$ cat src/rtl/vga_timing_pkg.sv
`default_nettype none
// ============================================================================
// Module      : vga_timing_pkg
// Description : Shared VGA timing constants (640x480@60 defaults), derived
//               sync window bounds, coordinate width and a window helper.
//               Used by vga_timing_generator and display_syncronization.
// Revision    : 1.0 - initial release
// ============================================================================
package vga_timing_pkg;

    localparam int COORD_W = 10;
    localparam int FRAME_W = 8;

    // Default 640x480@60 timing, 25 MHz pixel clock
    localparam int H_VIS   = 640;
    localparam int H_FP    = 16;
    localparam int H_SYNC  = 96;
    localparam int H_BP    = 48;
    localparam int H_TOTAL = H_VIS + H_FP + H_SYNC + H_BP;

    localparam int V_VIS   = 480;
    localparam int V_FP    = 10;
    localparam int V_SYNC  = 2;
    localparam int V_BP    = 33;
    localparam int V_TOTAL = V_VIS + V_FP + V_SYNC + V_BP;

    // Inclusive sync windows for the default timing
    localparam int H_SYNC_START = H_VIS + H_FP;
    localparam int H_SYNC_END   = H_SYNC_START + H_SYNC - 1;
    localparam int V_SYNC_START = V_VIS + V_FP;
    localparam int V_SYNC_END   = V_SYNC_START + V_SYNC - 1;

    // True when pos lies inside the inclusive range [first, last]
    function automatic logic in_window(input logic [COORD_W-1:0] pos,
                                       input logic [COORD_W-1:0] first,
                                       input logic [COORD_W-1:0] last);
        return (pos >= first) && (pos <= last);
    endfunction

endpackage
`default_nettype wire

$ cat src/rtl/vga_timing_generator_if.sv
`default_nettype none
// ============================================================================
// Module      : vga_timing_generator_if
// Description : Raw scan-timing bundle produced by vga_timing_generator.
//               master : driven by the timing generator
//               slave  : consumed by downstream display stages
// Signals     : pix_tick, h_count, v_count, new_line, new_frame,
//               hsync, vsync, video_on, frame_cnt
// Revision    : 1.0 - initial release
// ============================================================================
interface vga_timing_generator_if;
    import vga_timing_pkg::*;

    logic               pix_tick;
    logic [COORD_W-1:0] h_count;
    logic [COORD_W-1:0] v_count;
    logic               new_line;
    logic               new_frame;
    logic               hsync;
    logic               vsync;
    logic               video_on;
    logic [FRAME_W-1:0] frame_cnt;

    modport master (
        output pix_tick, h_count, v_count, new_line, new_frame,
               hsync, vsync, video_on, frame_cnt
    );

    modport slave (
        input  pix_tick, h_count, v_count, new_line, new_frame,
               hsync, vsync, video_on, frame_cnt
    );
endinterface
`default_nettype wire

$ cat src/rtl/pixel_tick_divider.sv
`default_nettype none
// ============================================================================
// Module      : pixel_tick_divider
// Description : Clock-enable divider. Emits a one-clk pix_tick every CLK_DIV
//               system clocks while en is high; freezes while en is low.
// Ports       : clk      - system clock
//               rst      - asynchronous active-low reset
//               en       - run enable
//               pix_tick - one-clk pulse per pixel period
// Revision    : 1.0 - initial release
// ============================================================================
module pixel_tick_divider #(
    parameter int CLK_DIV = 2
) (
    input  logic clk,
    input  logic rst,
    input  logic en,
    output logic pix_tick
);

    // A 1-bit counter is kept for CLK_DIV=1; it simply never leaves 0,
    // so pix_tick degenerates to en without a separate code path.
    localparam int              c_dw   = (CLK_DIV > 1) ? $clog2(CLK_DIV) : 1;
    localparam logic [c_dw-1:0] c_last = c_dw'(CLK_DIV - 1);

    logic [c_dw-1:0] r_div_cnt;

    always_ff @(posedge clk or negedge rst) begin
        if (!rst) begin
            r_div_cnt <= '0;
        end else if (en) begin
            r_div_cnt <= (r_div_cnt == c_last) ? '0 : r_div_cnt + 1'b1;
        end
    end

    assign pix_tick = en && (r_div_cnt == c_last);

endmodule
`default_nettype wire

$ cat src/rtl/vga_timing_generator.sv
`default_nettype none
// ============================================================================
// Module      : vga_timing_generator
// Description : VGA scan timing: pixel-rate divider, horizontal/vertical
//               counters, line/frame strobes, registered hsync/vsync/video_on
//               and a wrapping frame counter. All timing is parameterised.
// Ports       : clk - system clock
//               rst - asynchronous active-low reset
//               en  - run enable (low freezes everything, strobes forced 0)
//               tim - vga_timing_generator_if master (timing outputs)
// Revision    : 1.0 - initial release
// ============================================================================
module vga_timing_generator #(
    parameter int   CLK_DIV = 2,
    parameter int   H_VIS   = vga_timing_pkg::H_VIS,
    parameter int   H_FP    = vga_timing_pkg::H_FP,
    parameter int   H_SYNC  = vga_timing_pkg::H_SYNC,
    parameter int   H_BP    = vga_timing_pkg::H_BP,
    parameter int   V_VIS   = vga_timing_pkg::V_VIS,
    parameter int   V_FP    = vga_timing_pkg::V_FP,
    parameter int   V_SYNC  = vga_timing_pkg::V_SYNC,
    parameter int   V_BP    = vga_timing_pkg::V_BP,
    parameter logic HS_POL  = 1'b0,
    parameter logic VS_POL  = 1'b0
) (
    input  logic                  clk,
    input  logic                  rst,
    input  logic                  en,
    vga_timing_generator_if.master tim
);
    import vga_timing_pkg::*;

    localparam int c_h_total = H_VIS + H_FP + H_SYNC + H_BP;
    localparam int c_v_total = V_VIS + V_FP + V_SYNC + V_BP;

    localparam logic [COORD_W-1:0] c_h_last   = COORD_W'(c_h_total - 1);
    localparam logic [COORD_W-1:0] c_v_last   = COORD_W'(c_v_total - 1);
    localparam logic [COORD_W-1:0] c_h_vis    = COORD_W'(H_VIS);
    localparam logic [COORD_W-1:0] c_v_vis    = COORD_W'(V_VIS);
    localparam logic [COORD_W-1:0] c_hs_first = COORD_W'(H_VIS + H_FP);
    localparam logic [COORD_W-1:0] c_hs_last  = COORD_W'(H_VIS + H_FP + H_SYNC - 1);
    localparam logic [COORD_W-1:0] c_vs_first = COORD_W'(V_VIS + V_FP);
    localparam logic [COORD_W-1:0] c_vs_last  = COORD_W'(V_VIS + V_FP + V_SYNC - 1);

    // Elaboration-time parameter sanity
    if (CLK_DIV < 1) begin : g_chk_div
        $error("vga_timing_generator: CLK_DIV must be >= 1");
    end
    if (c_h_total > 1024) begin : g_chk_h
        $error("vga_timing_generator: H_TOTAL exceeds 1024");
    end
    if (c_v_total > 1024) begin : g_chk_v
        $error("vga_timing_generator: V_TOTAL exceeds 1024");
    end

    logic               w_tick;
    logic               w_h_last;
    logic               w_v_last;
    logic               w_new_line;
    logic               w_new_frame;
    logic [COORD_W-1:0] w_h_nxt;
    logic [COORD_W-1:0] w_v_nxt;
    logic [FRAME_W-1:0] w_frame_nxt;

    logic [COORD_W-1:0] r_h_count;
    logic [COORD_W-1:0] r_v_count;
    logic [FRAME_W-1:0] r_frame_cnt;
    logic               r_hsync;
    logic               r_vsync;
    logic               r_video_on;

    pixel_tick_divider #(
        .CLK_DIV  (CLK_DIV)
    ) u_divider (
        .clk      (clk),
        .rst      (rst),
        .en       (en),
        .pix_tick (w_tick)
    );

    // Next-state counters; without a tick they hold, which also covers en=0
    always_comb begin
        w_h_last    = (r_h_count == c_h_last);
        w_v_last    = (r_v_count == c_v_last);
        w_new_line  = w_tick && w_h_last;
        w_new_frame = w_new_line && w_v_last;
        w_h_nxt     = r_h_count;
        w_v_nxt     = r_v_count;
        w_frame_nxt = r_frame_cnt;
        if (w_tick) begin
            if (w_h_last) begin
                w_h_nxt = '0;
                if (w_v_last) begin
                    w_v_nxt     = '0;
                    w_frame_nxt = r_frame_cnt + 1'b1;
                end else begin
                    w_v_nxt = r_v_count + 1'b1;
                end
            end else begin
                w_h_nxt = r_h_count + 1'b1;
            end
        end
    end

    // Sync/blank flags are decoded from the next-state counters so that the
    // registered flags line up with the counters on the same clk edge.
    always_ff @(posedge clk or negedge rst) begin
        if (!rst) begin
            r_h_count   <= '0;
            r_v_count   <= '0;
            r_frame_cnt <= '0;
            r_hsync     <= ~HS_POL;
            r_vsync     <= ~VS_POL;
            r_video_on  <= 1'b1;
        end else begin
            r_h_count   <= w_h_nxt;
            r_v_count   <= w_v_nxt;
            r_frame_cnt <= w_frame_nxt;
            r_hsync     <= in_window(w_h_nxt, c_hs_first, c_hs_last) ? HS_POL : ~HS_POL;
            r_vsync     <= in_window(w_v_nxt, c_vs_first, c_vs_last) ? VS_POL : ~VS_POL;
            r_video_on  <= (w_h_nxt < c_h_vis) && (w_v_nxt < c_v_vis);
        end
    end

    assign tim.pix_tick  = w_tick;
    assign tim.h_count   = r_h_count;
    assign tim.v_count   = r_v_count;
    assign tim.new_line  = w_new_line;
    assign tim.new_frame = w_new_frame;
    assign tim.hsync     = r_hsync;
    assign tim.vsync     = r_vsync;
    assign tim.video_on  = r_video_on;
    assign tim.frame_cnt = r_frame_cnt;

endmodule
`default_nettype wire
$ cat src/flat_wrapper.sv
// flat-port wrapper written by rule: the top's interface ports become plain ports
module vga_timing_generator_flat import vga_timing_pkg::*;
#(
    parameter int   CLK_DIV = 2,
    parameter int   H_VIS   = vga_timing_pkg::H_VIS,
    parameter int   H_FP    = vga_timing_pkg::H_FP,
    parameter int   H_SYNC  = vga_timing_pkg::H_SYNC,
    parameter int   H_BP    = vga_timing_pkg::H_BP,
    parameter int   V_VIS   = vga_timing_pkg::V_VIS,
    parameter int   V_FP    = vga_timing_pkg::V_FP,
    parameter int   V_SYNC  = vga_timing_pkg::V_SYNC,
    parameter int   V_BP    = vga_timing_pkg::V_BP,
    parameter logic HS_POL  = 1'b0,
    parameter logic VS_POL  = 1'b0
)
  (clk, rst, en, tim_pix_tick, tim_h_count, tim_v_count, tim_new_line, tim_new_frame, tim_hsync, tim_vsync, tim_video_on, tim_frame_cnt);
  vga_timing_generator_if tim_i ();
  input  logic clk;
  input  logic rst;
  input  logic en;
  output wire logic [$bits(tim_i.pix_tick)-1:0] tim_pix_tick;
  output wire logic [$bits(tim_i.h_count)-1:0] tim_h_count;
  output wire logic [$bits(tim_i.v_count)-1:0] tim_v_count;
  output wire logic [$bits(tim_i.new_line)-1:0] tim_new_line;
  output wire logic [$bits(tim_i.new_frame)-1:0] tim_new_frame;
  output wire logic [$bits(tim_i.hsync)-1:0] tim_hsync;
  output wire logic [$bits(tim_i.vsync)-1:0] tim_vsync;
  output wire logic [$bits(tim_i.video_on)-1:0] tim_video_on;
  output wire logic [$bits(tim_i.frame_cnt)-1:0] tim_frame_cnt;
  assign tim_pix_tick = tim_i.pix_tick;
  assign tim_h_count = tim_i.h_count;
  assign tim_v_count = tim_i.v_count;
  assign tim_new_line = tim_i.new_line;
  assign tim_new_frame = tim_i.new_frame;
  assign tim_hsync = tim_i.hsync;
  assign tim_vsync = tim_i.vsync;
  assign tim_video_on = tim_i.video_on;
  assign tim_frame_cnt = tim_i.frame_cnt;
  vga_timing_generator #(.CLK_DIV(CLK_DIV), .H_VIS(H_VIS), .H_FP(H_FP), .H_SYNC(H_SYNC), .H_BP(H_BP), .V_VIS(V_VIS), .V_FP(V_FP), .V_SYNC(V_SYNC), .V_BP(V_BP), .HS_POL(HS_POL), .VS_POL(VS_POL)) u_core (.clk(clk), .rst(rst), .en(en), .tim(tim_i));
endmodule
$ cat config.mk
export PLATFORM = sky130hd
export DESIGN_NAME = vga_timing_generator_flat
export DESIGN_NICKNAME = d
export VERILOG_FILES = /design/src/rtl/vga_timing_pkg.sv /design/src/rtl/vga_timing_generator_if.sv /design/src/rtl/pixel_tick_divider.sv /design/src/rtl/vga_timing_generator.sv /design/src/flat_wrapper.sv
export SDC_FILE = /design/constraint.sdc
export NUM_CORES = 1
export LEC_CHECK = 0
export CAP_MARGIN = 20
export CORE_MARGIN = 1.5
export CORE_UTILIZATION = 54
export CTS_CLUSTER_DIAMETER = 40
export DETAILED_ROUTE_END_ITERATION = 10
export HOLD_SLACK_MARGIN = 0.08
export PLACE_DENSITY = 0.84
export SLEW_MARGIN = 20
export SYNTH_ARGS = -nofsm -noshare
export SYNTH_HDL_FRONTEND = slang
export SYNTH_SLANG_ARGS = --single-unit
$ cat constraint.sdc
create_clock -name clk -period 4.6 [get_ports clk]
set_input_delay 0.92 -clock clk [delete_from_list [all_inputs] [get_ports clk]]
set_output_delay 0.92 -clock clk [all_outputs]
set_load 0.01 [all_outputs]
==> out/metrics.yaml, run 1 <==
outcome: "finished, final reports clean"
worstHoldStart: "u_core.tim.frame_cnt[7]$_DFFE_PN0P_"
p_sw_mw: 0.203
synth-main-ff-cell: "dfrtp_1"
synth_cell_types: 52
die_h_um: 59.7
insertion_delay_ps: 340
htreeDepth: 2
cpPeakStageDelay_ps: 600
fin_tns_setup_ps: 0
yosysWarnings: 0
first_pass_iters: 4
path_clk_slew_ps: 100
layout_commonest_cell: "clkdlybuf4s50_1"
grt_usage: 0.258
maxSlewViolCount: 0
cts_resized: 0
design_area_um2: 2250
area_growth_pct: 29.6
grt_antenna_before_repair: 0
placed_cell_area_um2: 2150
power.leakage_nw: 0.922
comb_power_share: 0.183
post_cts_buffers: 0
setup_viol: 0
drt_iter0_markers: 91
clockBufferDepth: 2
rsz0062_at_grt: "no"
synthTopCellsByArea: "dfrtp_1 (42%), xnor2_1 (7.1%), dfstp_2 (4.5%), nand2_1 (4.1%), nand4_1 (3.2%)"
cts_hold_buffers: 0
die_area_um2: 3560
relSlewSlack: 0.451
critical_path_arrival_ps: 2760
netlist_area_um2: 1730
r2r_start: "u_core.tim.h_count[0]$_DFF_PN0_"
worst-path-max-fanout: 6
crit_path_cell_trace: "or4b_4 > or4_1 > nor3_1 > clkdlybuf4s50_1"
syn_inst: 170
synth_top_area_frac: 0.419
required_ps: 3680
synth-seq-cells: 32
grt_max_degree: 19
hold_class: "reg2reg"
p_int_mw: 0.518
nNetsFinal: 220
initial_core_util: 0.568
cts_made_buffers: 5
post_drt_via_cell_ratio: 5.95
p_seq_frac: 0.480
syn_avg_cell_area_um2: 10.2
cp-end-kind: "primary output"
fmax_mhz: 272
crit_type: "reg2out"
synth_top_area_cell: "dfrtp_1"
n_antenna_cell: 0
synth-edff-count: 0
setup.worst_path.start_class: "register"
cp-startpoint: "u_core.tim.v_count[7]$_DFF_PN0_"
fin_worst_skew_ps: 5.46
pwr-share-clk: 0.338
ir_worst_vdd_uv: 250
cp_slowest_cell: "or4b_4"
dpl.hpwl_mm: 3.05
cts_root_buf: "clkbuf_4"
grt_pass1_wl_mm: 6.73
finalCriticalPeriod_ps: 3680
wire_per_inst_um: 16.2
cts_tree: "yes"
final_cell_mix: "clkdlybuf4s50_1 (36), dfrtp_1 (29), nand2_1 (19), xnor2_1 (14), nor2_1 (11)"
swShare: 0.281
fp.dieW_um: 59.7
routed_wl_mm: 4.17
core_area_um2: 3050
syn-num-nets: 177
cap_violations: 0
worstMarginPinSlew_ps: 821
synth_seq_area_share: 0.464
async_reset_ff_frac: 1.00
num_rows: 20
num_vias: 1536
p_per_area_nw_per_um2: 321
io_buffers: 36
fin_crit_sh: 0.800
ant_nets: 0
place_congestion: 0.894
overflow: 0
hold_viol_final: 0
drive_gt1_frac: 0.112
clock-sinks: 32
drc: 0
grt_pass1_vias: 1428
pin_count: 37
-- flip-flops by register name, summed over array words and instances (netlist names) --
signal and count:
u_core.tim.video_on 1, u_core.u_divider.r_div_cnt 1, u_core.tim.hsync 1, u_core.tim.frame_cnt 8, u_core.tim.v_count 10, u_core.tim.vsync 1
u_core.tim.h_count 10
-- area by class of cell --
| cell class | count | area (um2) |
|---|---|---|
| fillers | 234 | 807 |
| repair buffers | 39 | 383 |
| clock inverters | 1 | 30.0 |
| multi-input cells | 129 | 886 |
| clock buffers | 7 | 65.1 |
| flip-flops and latches | 32 | 805 |
| well taps | 44 | 55.1 |
| inverters | 6 | 22.5 |
-- cells by family (layout without fill, tap and decap cells) --
| kind of cell | Yosys count | after routing | share of synthesized area |
|---|---|---|---|
| buffers and inverters | 9 | 53 | 0.0245 |
| AOI/OAI and AO/OA | 23 | 23 | 0.0910 |
| and+or+nand+nor | 80 | 80 | 0.278 |
| adders and majority gates | 4 | 4 | 0.0289 |
| DFF | 32 | 32 | 0.464 |
| xor gates and xnor gates | 20 | 20 | 0.101 |
| muxes | 2 | 2 | 0.0123 |
-- stage by stage --
stage	hold slack, ps	setup WS, ps	utilization	std cells	power, mW
after detailed placement	472	1140	0.705	250	0.481
after global placement	457	1250	0.705	250	0.474
after global routing	507	826	0.736	258	0.756
after CTS	489	937	0.736	258	0.723
final	482	922	0.736	258	0.721
after floorplan	489	1820	-	170	0.406
-- worst max-delay path, delay by kind of cell (launching register included) --
family,cells,cell delay [ps]
buffers and inverters,1,560
DFF,1,470
and+or+nand+nor,3,1380
-- power by group through the flow --
stage | clock network (mW) | logic (mW) | registers, mW
floorplan | 0 | 0.0589 | 0.347
global placement | 0 | 0.126 | 0.348
detailed placement | 0 | 0.132 | 0.349
CTS | 0.246 | 0.133 | 0.344
global route | 0.263 | 0.145 | 0.348
finish | 0.243 | 0.132 | 0.346
-- cells in the mapped netlist, types with 3 or more instances --
library cell  count
dfrtp_1          29
nand2_1          19
xnor2_1          14
nor2_1           11
nand4_1           9
inv_1             6
o21ai_0           6
xor2_1            6
nand3_1           5
nor3_1            5
ha_1              4
and2_1            3
and3_1            3
dfstp_2           3
-- routing by layer --
layer	vias up	wire length, um	GRT usage
met3	7	276	0.0736
met1	743	1810	0.338
met4	0	59	0.102
met5	-	0	0
met2	79	2030	0.404
li1	707	-	-
-- worst paths after layout --
check / end / slack, ps / cells past startpoint
max: tim_new_frame / 920 / 4
min: u_core.tim.frame_cnt[7]$_DFFE_PN0P_ / 480 / 1
max reg2reg: u_core.tim.vsync$_DFF_PN1_ / 2080 / 6
min reg2reg: u_core.tim.frame_cnt[7]$_DFFE_PN0P_ / 480 / 1
max in group asynchronous: u_core.tim.vsync$_DFF_PN1_ / 2820 / 2
min in group asynchronous: u_core.tim.frame_cnt[1]$_DFFE_PN0P_ / 1040 / 1
No activity file was read; power rests on OpenSTA's default activity.
==> run 2: changes to the inputs <==
CORE_UTILIZATION = 45   (was 54)
PLACE_DENSITY = 0.75   (was 0.84)
clock period = 3.32 ns   (was 4.6 ns; I/O delays follow)
==> out/metrics.yaml, run 2 (synthesis gave the netlist of run 1 again) <==
outcome: "finished, final reports clean"
drt_iter0_markers: 83  # -8.8%
n_antenna_cell: 0  # unchanged
place_congestion: 0.899  # +0.56%
ant_nets: 0  # unchanged
grt_max_degree: 33  # +14
grt_pass1_vias: 1468  # +2.8%
first_pass_iters: 4  # unchanged
relSlewSlack: 0.693  # +0.242
fp.dieW_um: 65.1  # +9.1%
grt_antenna_before_repair: 0  # unchanged
cp-startpoint: "en"
fin_worst_skew_ps: 6.96  # +1.50 ps
core_area_um2: 3690  # +21%
fin_crit_sh: 0.886
fin_tns_setup_ps: 0  # unchanged
fmax_mhz: 340
grt_usage: 0.214  # -0.0444
worstMarginPinSlew_ps: 459  # -363 ps
critical_path_arrival_ps: 2280  # -480 ps
path_clk_slew_ps: 70  # -30 ps
wire_per_inst_um: 15.8  # -2.4%
routed_wl_mm: 4.14  # -0.84%
cap_violations: 0  # unchanged
maxSlewViolCount: 0  # unchanged
initial_core_util: 0.470  # -0.0978
final_cell_mix: "clkdlybuf4s50_1 (35), dfrtp_1 (28), nand2_1 (19), xnor2_1 (14), nor2_1 (11)"
num_rows: 22  # +10%
crit_type: "in2out"
required_ps: 2660  # -1020 ps
reg2reg_setup_slack_ps: 760  # -1320 ps
worst-path-max-fanout: 10  # +4
pin_count: 37  # unchanged
cp-end-kind: "primary output"
worstSetupEndpoint: "tim_pix_tick"
num_vias: 1515  # -1.4%
drive_gt1_frac: 0.117  # +0.00467
p_per_area_nw_per_um2: 462  # +44%
layout_commonest_cell: "clkdlybuf4s50_1"
die_h_um: 65.1  # +9.1%
overflow: 0  # unchanged
area_growth_pct: 31.9
die_area_um2: 4230  # +19%
clock-sinks: 32  # unchanged
cts_hold_buffers: 0  # unchanged
hold_viol_final: 0  # unchanged
drc: 0  # unchanged
nFillCells: 314  # +34%
dpl_worst_slack_ps: 308  # -831 ps
post_cts_buffers: 0  # unchanged
dpl.hpwl_mm: 3.03  # -0.68%
rsz0062_at_grt: "no"
clockBufferDepth: 2  # unchanged
htreeDepth: 2  # unchanged
nNetsFinal: 220  # unchanged
r2r_start: "u_core.tim.h_count[0]$_DFF_PN0_"
grt_pass1_wl_mm: 6.92  # +2.9%
insertion_delay_ps: 280  # -60 ps
power.leakage_nw: 0.953  # +3.3%
hold_class: "reg2reg"
ir_worst_vdd_uv: 356  # +42%
cts_tree: "yes"
post_drt_via_cell_ratio: 5.78  # -2.9%
reg2reg_depth: 6  # unchanged
setup_viol: 0  # unchanged
io_buffers: 36  # unchanged
setup_ws_ps: 378  # -544 ps
cts_made_buffers: 5  # unchanged
rr_endpoint: "u_core.tim.vsync$_DFF_PN1_"
finalCriticalPeriod_ps: 2940
setup.worst_path.start_class: "input pin"
cts_root_buf: "clkbuf_8"
==> run 2: changes by cell type in the layout (fill, tap and decap cells not counted) <==
cell	before	now
dfrtp_2	0	1
dlymetal6s2s_1	0	1
clkdlybuf4s50_1	36	35
dfrtp_1	29	28
clkbuf_8	2	7
clkbuf_4	5	0
==> run 2: power by group <==
part           total (mW)  switching [mW]  internal [mW]
clock               0.403           0.139          0.265
sequential          0.477          0.0530          0.424
combinational       0.176          0.0841         0.0921
==> run 2: worst min-delay path by stage <==
stage,from,endpoint,slack (ps),depth (start not counted)
floorplan,rst,u_core.tim.frame_cnt[0]$_DFFE_PN0P_,370,0
global placement,u_core.tim.frame_cnt[7]$_DFFE_PN0P_,u_core.tim.frame_cnt[7]$_DFFE_PN0P_,460,1
detailed placement,u_core.tim.frame_cnt[7]$_DFFE_PN0P_,u_core.tim.frame_cnt[7]$_DFFE_PN0P_,460,1
CTS,u_core.tim.frame_cnt[7]$_DFFE_PN0P_,u_core.tim.frame_cnt[7]$_DFFE_PN0P_,470,1
global route,u_core.tim.frame_cnt[7]$_DFFE_PN0P_,u_core.tim.frame_cnt[7]$_DFFE_PN0P_,500,1
finish,u_core.tim.frame_cnt[7]$_DFFE_PN0P_,u_core.tim.frame_cnt[7]$_DFFE_PN0P_,470,1
==> run 2: area by class of cell <==
| type | count | area, um2 | share of cell area |
|---|---|---|---|
| inverters | 6 | 22.5 | 0.00985 |
| clock inverters | 1 | 30.0 | 0.0131 |
| clock buffers | 7 | 96.3 | 0.0421 |
| repair buffers | 39 | 385 | 0.169 |
| well taps | 48 | 60.1 | 0.0263 |
| flip-flops and latches | 32 | 806 | 0.352 |
| multi-input cells | 129 | 886 | 0.388 |
==> run 2: metal layers <==
metal	wire, um	GRT usage	up-vias
li1	-	-	700
met1	1790	0.276	731
met2	1980	0.351	77
met3	308	0.0486	7
met4	59	0.0807	0
met5	0	0	-
==> run 2: timing repair <==
item                       in CTS  in global routing
setup endpoints to repair       0                  1
resized for setup               0                  2
hold endpoints to repair        0                  0
==> run 2: worst max-delay path: stages <==
cell and delay (ps):
clkdlybuf4s50_1 540, nand2_1 270, inv_1 230, clkdlybuf4s50_1 570
==> run 2: through the flow <==
stage          utilization  total power [mW]  std cells  hold WS (ps)  area (um2)
6_report             0.620              1.06        262           468        2290
5_1_grt              0.620              1.11        262           500        2290
4_1_cts              0.619              1.06        262           470        2280
3_5_place_dp         0.584             0.660        254           457        2160
3_3_place_gp         0.584             0.655        254           460        2160
2_1_floorplan            -             0.562        170           368        1730
==> run 3: changes to the inputs <==
--- a/config.mk
+++ b/config.mk
@@ -9,3 +9,3 @@
 export CORE_MARGIN = 1.5
-export CORE_UTILIZATION = 45
+export CORE_UTILIZATION = 50
 export CTS_CLUSTER_DIAMETER = 40
@@ -13,3 +13,3 @@
 export HOLD_SLACK_MARGIN = 0.08
-export PLACE_DENSITY = 0.75
+export PLACE_DENSITY = 0.79
 export SLEW_MARGIN = 20
==> constraint.sdc (replaced) <==
create_clock -name clk -period 2.72 [get_ports clk]
set_input_delay 0.544 -clock clk [delete_from_list [all_inputs] [get_ports clk]]
set_output_delay 0.544 -clock clk [all_outputs]
set_load 0.005 [all_outputs]
==> out/metrics.yaml, run 3 (synthesis gave the netlist of run 1 again) <==
wire_per_inst_um: 15.7  # -0.91%
fin_crit_sh: 0.965
maxSlewViolCount: 0  # unchanged
rsz0062_at_grt: "no"
nNetsFinal: 232  # +5.5%
cts_tree: "yes"
cp_slowest_cell: "or4b_4"
grt_pass1_wl_mm: 6.78  # -2.0%
required_ps: 2180  # -480 ps
p_per_area_nw_per_um2: 472  # +2.1%
layout_commonest_cell: "clkdlybuf4s50_1"
finalCriticalPeriod_ps: 2620
clock-sinks: 32  # unchanged
r2r_start: "u_core.tim.h_count[0]$_DFF_PN0_"
first_pass_iters: 4  # unchanged
overflow: 0  # unchanged
core_area_um2: 3340  # -9.5%
worstMarginPinSlew_ps: 461  # +2.41 ps
swShare: 0.304  # +0.0424
outcome: "finished, final reports clean"
place_congestion: 0.892  # -0.87%
comb_power_share: 0.198  # +0.031
grt_antenna_before_repair: 0  # unchanged
final_cell_mix: "clkdlybuf4s50_1 (35), dfrtp_1 (29), nand2_1 (18), buf_4 (15), xnor2_1 (14)"
cp-startpoint: "u_core.tim.v_count[7]$_DFF_PN0_"
grt_usage: 0.245  # +0.0316
power.total_mw: 1.10  # +4.0%
drc: 0  # unchanged
num_vias: 1551  # +2.4%
drive_gt1_frac: 0.186  # +0.0690
cts_root_buf: "clkbuf_4"
routed_wl_mm: 4.26  # +2.9%
die_h_um: 61.9  # -4.9%
n_antenna_cell: 0  # unchanged
io_buffers: 36  # unchanged
cpPeakStageDelay_ps: 530  # -40 ps
dpl.hpwl_mm: 3.14  # +3.8%
setup_viol: 0  # unchanged
fin_tns_setup_ps: 0  # unchanged
die_area_um2: 3830  # -9.6%
p_int_mw: 0.766  # -1.9%
cts_made_buffers: 5  # unchanged
num_rows: 21  # -4.5%
initial_core_util: 0.519  # +0.0495
cp-end-kind: "primary output"
pwr-share-clk: 0.271  # -0.111
fin_worst_skew_ps: 5.51  # -1.44 ps
drt_iter0_markers: 77  # -7.2%
ant_nets: 0  # unchanged
crit_type: "reg2out"
relSlewSlack: 0.691  # -0.00161
area_growth_pct: 34.4
clockBufferDepth: 2  # unchanged
fp.dieW_um: 61.9  # -4.9%
cap_violations: 0  # unchanged
power.leakage_nw: 0.975  # +2.3%
whs_ps: 479  # +11.1 ps
insertion_delay_ps: 350  # +70 ps
nFillCells: 277  # -12%
ir_worst_vdd_uv: 499  # +40%
worstHoldStart: "u_core.tim.frame_cnt[7]$_DFFE_PN0P_"
p_seq_frac: 0.531  # +0.079
grt_pass1_vias: 1488  # +1.4%
path_clk_slew_ps: 110  # +40 ps
setup.worst_path.start_class: "register"
fmax_mhz: 381
crit_path_cell_trace: "or4b_4 > or4_4 > nor3_2 > buf_2"
hold_class: "reg2reg"
cts_hold_buffers: 0  # unchanged
critical_path_arrival_ps: 2080  # -200 ps
post_drt_via_cell_ratio: 5.70  # -1.4%
grt_max_degree: 33  # unchanged
hold_viol_final: 0  # unchanged
pin_count: 37  # unchanged
design_area_um2: 2330  # +1.9%
placed_cell_area_um2: 2240  # +4.1%
htreeDepth: 2  # unchanged
worst-path-max-fanout: 2  # -8
p_sw_mw: 0.334  # +21%
==> run 3: cell type report <==
type,instances,area (um2),area share
clock buffers,6,51.3,0.0220
clock inverters,2,10.0,0.00430
inverters,6,22.5,0.00967
multi-input cells,129,915,0.393
flip-flops and latches,32,805,0.346
well taps,46,57.6,0.0247
repair buffers,51,468,0.201
==> run 3: per-stage QoR <==
stage,std cells,utilization,worst slack [ps]
after floorplan,170,-,440
after global placement,264,0.672,16.1
after detailed placement,264,0.672,41.2
after CTS,272,0.696,4.34
after global routing,272,0.698,23.9
final,272,0.698,95.6
==> run 3: power groups by stage <==
| stage | clock network, mW | logic [mW] | registers, mW |
|---|---|---|---|
| 2_1_floorplan | 0 | 0.0981 | 0.574 |
| 3_3_place_gp | 0 | 0.207 | 0.585 |
| 3_5_place_dp | 0 | 0.208 | 0.590 |
| 4_1_cts | 0.298 | 0.218 | 0.582 |
| 5_1_grt | 0.323 | 0.243 | 0.593 |
| 6_report | 0.297 | 0.218 | 0.583 |
==> run 3: per-layer routing <==
| layer | share of wire | wire length [um] | track usage | vias to the layer above |
|---|---|---|---|---|
| met5 | 0 | 0 | 0 | - |
| li1 | - | - | - | 732 |
| met1 | 0.43 | 1830 | 0.313 | 742 |
| met3 | 0.067 | 286 | 0.0745 | 9 |
| met4 | 0.017 | 72 | 0.0881 | 0 |
| met2 | 0.49 | 2070 | 0.395 | 68 |
==> run 3: path summary, 6_finish.rpt <==
path	cells after the start	slack [ps]	to
min	1	480	u_core.tim.frame_cnt[7]$_DFFE_PN0P_
max in group asynchronous	2	1820	u_core.tim.hsync$_DFF_PN1_
min in group asynchronous	2	570	u_core.tim.v_count[5]$_DFF_PN0_
max reg2reg	6	380	u_core.tim.vsync$_DFF_PN1_
min reg2reg	1	480	u_core.tim.frame_cnt[7]$_DFFE_PN0P_
max	4	100	tim_new_frame
==> run 3: what timing repair did <==
item	4_1_cts	5_1_grt
pin swaps	0	1
buffers inserted	0	0
gates resized for setup	8	2
cloned	0	0
endpoints found under the setup margin	2	1
==> run 3: critical path: cells and delay by family, from the launching register on <==
family / cells / cell delay [ps]
buffers and inverters: 1 / 140
DFF: 1 / 390
and+or+nand+nor: 3 / 1190
